--- src/rtl/sleep_ctrl_mc.sv ---
// Multi-source sleep controller: gates the core clock after a programmable idle hold,
// wakes on any unmasked source, captures wake causes and counts cycles spent asleep.
module sleep_ctrl_mc #(
    parameter int NUM_SRC = 4,
    parameter int HOLD_W  = 8,
    parameter int CNT_W   = 16
) (
    input  logic               clk_ungated_i,
    input  logic               resetn,
    input  logic               scan_cg_en_i,
    input  logic               fetch_enable_i,
    input  logic [NUM_SRC-1:0] wake_src_i,
    input  logic [NUM_SRC-1:0] wake_mask_i,
    input  logic               force_awake_i,
    input  logic [HOLD_W-1:0]  hold_cfg_i,
    input  logic               wake_clr_i,
    input  logic               cnt_clr_i,
    output logic               clk_gated_o,
    output logic               fetch_enable_o,
    output logic               core_sleep_o,
    output logic               core_busy_o,
    output logic [1:0]         state_o,
    output logic [NUM_SRC-1:0] wake_pending_o,
    output logic [CNT_W-1:0]   sleep_cnt_o
);

    typedef enum logic [1:0] {
        ST_OFF    = 2'd0,
        ST_ACTIVE = 2'd1,
        ST_SLEEP  = 2'd2
    } state_t;

    state_t              state_reg, state_next;
    logic [HOLD_W-1:0]   hold_cnt_reg, hold_cnt_next;
    logic                fetch_enable_reg;
    logic [NUM_SRC-1:0]  wake_pending_reg;
    logic [CNT_W-1:0]    sleep_cnt_reg;
    logic [NUM_SRC-1:0]  src_hit;
    logic                act;
    logic                clock_en;
    logic                en_latch;

    assign src_hit = wake_src_i & ~wake_mask_i;
    assign act     = (|src_hit) | force_awake_i;

    always_ff @(posedge clk_ungated_i or negedge resetn) begin
        if (!resetn) begin
            state_reg    <= ST_OFF;
            hold_cnt_reg <= '0;
        end else begin
            state_reg    <= state_next;
            hold_cnt_reg <= hold_cnt_next;
        end
    end

    always_comb begin
        state_next    = state_reg;
        hold_cnt_next = hold_cnt_reg;
        case (state_reg)
            ST_OFF: begin
                if (fetch_enable_i) begin
                    state_next    = ST_ACTIVE;
                    hold_cnt_next = hold_cfg_i;
                end
            end
            ST_ACTIVE: begin
                if (act) begin
                    hold_cnt_next = hold_cfg_i;
                end else if (hold_cnt_reg != '0) begin
                    hold_cnt_next = hold_cnt_reg - 1'b1;
                end else begin
                    state_next = ST_SLEEP;
                end
            end
            ST_SLEEP: begin
                if (act) begin
                    state_next    = ST_ACTIVE;
                    hold_cnt_next = hold_cfg_i;
                end
            end
            default: state_next = ST_OFF;
        endcase
    end

    always_ff @(posedge clk_ungated_i or negedge resetn) begin
        if (!resetn) begin
            fetch_enable_reg <= 1'b0;
        end else if (fetch_enable_i) begin
            fetch_enable_reg <= 1'b1;
        end
    end

    // Set beats clear so a cause arriving on the clearing edge is not lost.
    generate
        for (genvar gi = 0; gi < NUM_SRC; gi++) begin : g_pending
            always_ff @(posedge clk_ungated_i or negedge resetn) begin
                if (!resetn) begin
                    wake_pending_reg[gi] <= 1'b0;
                end else if (state_reg == ST_SLEEP && src_hit[gi]) begin
                    wake_pending_reg[gi] <= 1'b1;
                end else if (wake_clr_i) begin
                    wake_pending_reg[gi] <= 1'b0;
                end
            end
        end
    endgenerate

    always_ff @(posedge clk_ungated_i or negedge resetn) begin
        if (!resetn) begin
            sleep_cnt_reg <= '0;
        end else if (cnt_clr_i) begin
            sleep_cnt_reg <= '0;
        end else if (state_reg == ST_SLEEP && sleep_cnt_reg != {CNT_W{1'b1}}) begin
            sleep_cnt_reg <= sleep_cnt_reg + 1'b1;
        end
    end

    // Enable is combinational so a wake seen in the low phase opens the very next edge.
    assign clock_en = resetn & ((state_reg == ST_ACTIVE)
                             | (state_reg == ST_SLEEP & act)
                             | (state_reg == ST_OFF & fetch_enable_i));

    always_latch begin
        if (!clk_ungated_i) begin
            en_latch = clock_en | scan_cg_en_i;
        end
    end

    assign clk_gated_o    = en_latch & clk_ungated_i;
    assign fetch_enable_o = fetch_enable_reg;
    assign core_sleep_o   = (state_reg == ST_SLEEP) & ~act;
    assign core_busy_o    = act | ((state_reg == ST_ACTIVE) & (hold_cnt_reg != '0));
    assign state_o        = state_reg;
    assign wake_pending_o = wake_pending_reg;
    assign sleep_cnt_o    = sleep_cnt_reg;

endmodule

--- config.mk ---
export PLATFORM = sky130hd
export DESIGN_NAME = sleep_ctrl_mc
export DESIGN_NICKNAME = d
export VERILOG_FILES = /design/src/rtl/sleep_ctrl_mc.sv
export SDC_FILE = /design/constraint.sdc
export NUM_CORES = 1
export LEC_CHECK = 0
export CORE_MARGIN = 2
export CORE_UTILIZATION = 40
export DETAILED_ROUTE_END_ITERATION = 8
export PLACE_DENSITY_LB_ADDON = 0.25
export SYNTH_ARGS = -nofsm -noshare
export SYNTH_HDL_FRONTEND = slang
export SYNTH_SLANG_ARGS = --single-unit
--- constraint.sdc ---
create_clock -name clk_ungated_i -period 2.15 [get_ports clk_ungated_i]
set_clock_uncertainty 0.2 [all_clocks]
set_input_delay 0.3225 -clock clk_ungated_i [delete_from_list [all_inputs] [get_ports clk_ungated_i]]
set_output_delay 0.3225 -clock clk_ungated_i [all_outputs]
set_load 0.05 [all_outputs]
== Word level (Yosys, flattened, before mapping) ==
Cells that the tools add are included.

* Flip-flop bits (word level): 31
* Bits in latches: 1
* Input port bits: 23
* Output and inout bits: 26
* Word-level logic and storage cells: 67

* Add/sub/neg operators: 2
* Equal/unequal tests: 8
* Multiplexer cells: 18
* Bitwise operators: 14
* Reductions and logical operators: 16

{| class="wikitable"
|+ Operators with widths
! operator !! number
|-
| 2-to-1 mux 16 bit || 2
|-
| 2-to-1 mux 8 bit || 4
|-
| case mux 8 bit (3 select lines) || 1
|-
| adder 16 x 1 -> 16 bit, second input constant || 1
|-
| != test 16 bit, second input constant || 1
|-
| nonzero test 2 bit || 5
|-
| 2-to-1 mux 2 bit || 4
|-
| != test 2 bit, second input constant || 4
|-
| AND reduction 4 bit || 2
|-
| nonzero test 8 bit || 1
|-
| subtractor 8 x 1 -> 8 bit, second input constant || 1
|-
| AND 1 bit || 6
|-
| 2-to-1 mux 1 bit || 6
|-
| case mux 2 bit (3 select lines) || 1
|-
| logical AND 1 bit || 5
|-
| bitwise OR 1 bit || 5
|-
| AND 4 bit || 1
|-
| NOT 4 bit || 1
|-
| OR reduction 4 bit || 1
|-
| != test 3 bit, second input constant || 1
|-
| nonzero test 3 bit || 1
|-
| equality test 2 x 1 -> 1 bit, second input constant || 1
|-
| equality test 2 bit, second input constant || 1
|-
| logical NOT 2 bit || 1
|-
| NOT 1 bit || 1
|}

== Depth between registers and ports, before layout ==
* Word-level depth: 10
* Gate-level depth with buffers: 7
* Mapped depth without buffers: 6

==> reports/qor.yml <==
synth_mux_area_frac: 0.0470
io_buffers: 48
diodes: 0
hold_ws_ns: 0.183
synth_compound_area_frac: 0.149
grt_overflow: 0
intPower_mw: 1.14
die-height_um: 73.2
synth_edf_count: 0
yosysWarnings: 0
rows: 25
p_sw_frac: 0.276
end_kind: "output port"
layout-drive-gt1-share: 0.263
synth_ff_type: "dfrtp_1"
synth_cell_types: 51
crit_fanout: 1
synthAdderAreaFrac: 0.0196
routed_wl_um: 4530
antenna_found_initial: 0
nets: 287
ant_nets: 0
dr.pass1.iters: 4
hold_viol_final: 0
wl_per_cell_um: 14.3
violations: "negative setup slack"
area_delta_synth_final_pct: 44.7
p_per_area_mw_per_mm2: 568
avgSynthCellArea_um2: 10.1
viasPerCell: 5.35
relSlewSlack: 0.661
fin_area_mm2: 0.00278
grt_use_total: 0.193
initial_core_util: 0.412
yosys_register_bits: 32
finalMaxSlewViolations: 0
fin_ws_ns: -0.514
worstPathRequired_ns: 1.63
drv_cap: 0
worst_ep_arrival_time_ns: 2.14
drcViolationCount: 0
yosysTopAreaCell: "dfrtp_1"
syn_area_mm2: 0.00192
start_kind: "latch"
grt_pass1_vias: 1630
leakage_nw: 1.26
synth.most_common_cell: "dfrtp_1"
final-setup-viol-count: 3
synthCells: 190
hp-class: "in -> async"
multiInputGateArea_mm2: 0.00111
coreArea_mm2: 0.00466
synth_top_family_by_area: "simple AND/OR/NAND/NOR gates"
cts_tree: "built"
globalplace.congestion: 0.844
status: "finished, violations left"
pwr-share-comb: 0.137
syn_nets: 216
io_pins: 49
power_frac_seq: 0.406
postCtsHoldBufs: 0
yosys.area.top_type_share: 0.404
die-area_mm2: 0.00536
ir_drop_v: 0.000697
p_clk_frac: 0.457
clkTransAtPathRegs_ns: 0.07
fp.dieW_um: 73.2
rsz0062_at_grt: "yes"
criticalPathCategory: "latch -> out"
grt_pass1_wl_um: 7830
place_hpwl_um: 3160
grt_max_degree: 32
synthSimpleGateAreaFrac: 0.271
seqCellArea_um2: 795
p_sw_mw: 0.435
synthXorXnorAreaFrac: 0.0594
worst_pin_slew_ns: 0.506
synth_top_cells_by_count: "31 x dfrtp_1, 23 x nor2_1, 10 x xnor2_1"
dpl_cell_area_mm2: 0.00254
clock_latency_ns: 0.39
vias: 1691
drtIter0Drc: 64
nFillCells: 421
ys_async_sr_fraction: 0.969
largest_reg_flops: 16
yosys-top-cells-area: "dfrtp_1 40%, mux2i_1 4.7%, xnor2_1 4.6%"
[layer usage]
layer,global-route usage,up-vias,part of all wire
li1,-,831,-
met1,0.262,818,0.48
met2,0.277,34,0.47
met3,0.0704,8,0.042
met4,0.0802,0,0.017
met5,0,-,0
[final timing paths]
kind	start	end	slack, ns	cells past startpoint
min in group clk_ungated_i	fetch_enable_o$_DFFE_PN0P_	fetch_enable_o$_DFFE_PN0P_	0.29	1
max reg2reg	state_o[0]$_DFFE_PN0P_	en_latch$_DLATCH_N_	0	4
max	en_latch$_DLATCH_N_	clk_gated_o	-0.51	2
min reg2reg	fetch_enable_o$_DFFE_PN0P_	fetch_enable_o$_DFFE_PN0P_	0.29	1
min	resetn	hold_cnt_reg[4]$_DFFE_PN0P_	0.18	2
max in group asynchronous	resetn	state_o[0]$_DFFE_PN0P_	1.24	2
[layout make-up]
cell class                 count  area share
timing repair buffer          66       0.226
sequential                    32       0.286
inverter                       9      0.0122
tap                           54      0.0243
clock buffer                  11      0.0478
clock inverter                 1     0.00180
multi-input combinational    143       0.401
[stage by stage]
step	setup WS, ns	power, mW	utilization	setup TNS (ns)	std cells
6_report	-0.514	1.58	0.595	-0.535	316
5_1_grt	-0.544	1.66	0.595	-0.666	316
4_1_cts	-0.530	1.60	0.591	-0.606	318
3_5_place_dp	-1.23	0.935	0.546	-1.63	298
3_3_place_gp	-1.24	0.931	0.546	-1.50	298
2_1_floorplan	-0.130	0.821	-	-0.130	190
[critical path, cell delays in order, from the launching register on]
cell	delay, ns
dlxtn_1	0.39
and2_4	0.13
buf_8	0.13
[cells in the final DEF, fill, tap and decap left out, types with 3 or more instances in the layout]
cell / netlist / routed
mux2i_1: 9 / 9
nor3_1: 9 / 9
dfrtp_1: 31 / 28
o2bb2ai_1: 9 / 9
nand2_1: 6 / 6
clkdlybuf4s50_1: 0 / 27
dfrtp_2: 0 / 3
nand3_1: 5 / 5
dlygate4sd2_1: 0 / 10
buf_4: 0 / 24
inv_1: 9 / 7
nor2_1: 23 / 21
nand4_1: 5 / 5
nand2b_1: 6 / 5
clkbuf_8: 0 / 8
a21oi_1: 4 / 4
xnor2_1: 10 / 10
o21ai_0: 7 / 7
xor2_1: 3 / 3
[cell families after synthesis]
| group | count (synthesis) |
|---|---|
| compound gates | 36 |
| xor+xnor | 13 |
| buf+inv | 15 |
| mux | 9 |
| simple gates | 82 |
| flops | 31 |
| latches | 1 |
| fa+ha+maj | 3 |
[power by group through the flow]
stage	Clock (mW)	Sequential, mW	Combinational, mW
after floorplan	0.0794	0.646	0.0953
after CTS	0.743	0.638	0.215
final	0.721	0.639	0.216
after global routing	0.779	0.642	0.241
after global placement	0.104	0.649	0.178
after detailed placement	0.104	0.650	0.181
[timing repair]
| action | in CTS | in global routing |
|---|---|---|
| setup buffers | 9 | 0 |
| gates resized for setup | 25 | 10 |
| gates cloned | 0 | 0 |
| setup endpoints to repair | 14 | 6 |
| hold endpoints to repair | 0 | 0 |
| pin swaps | 4 | 4 |
(Power assumes the default switching activity.)
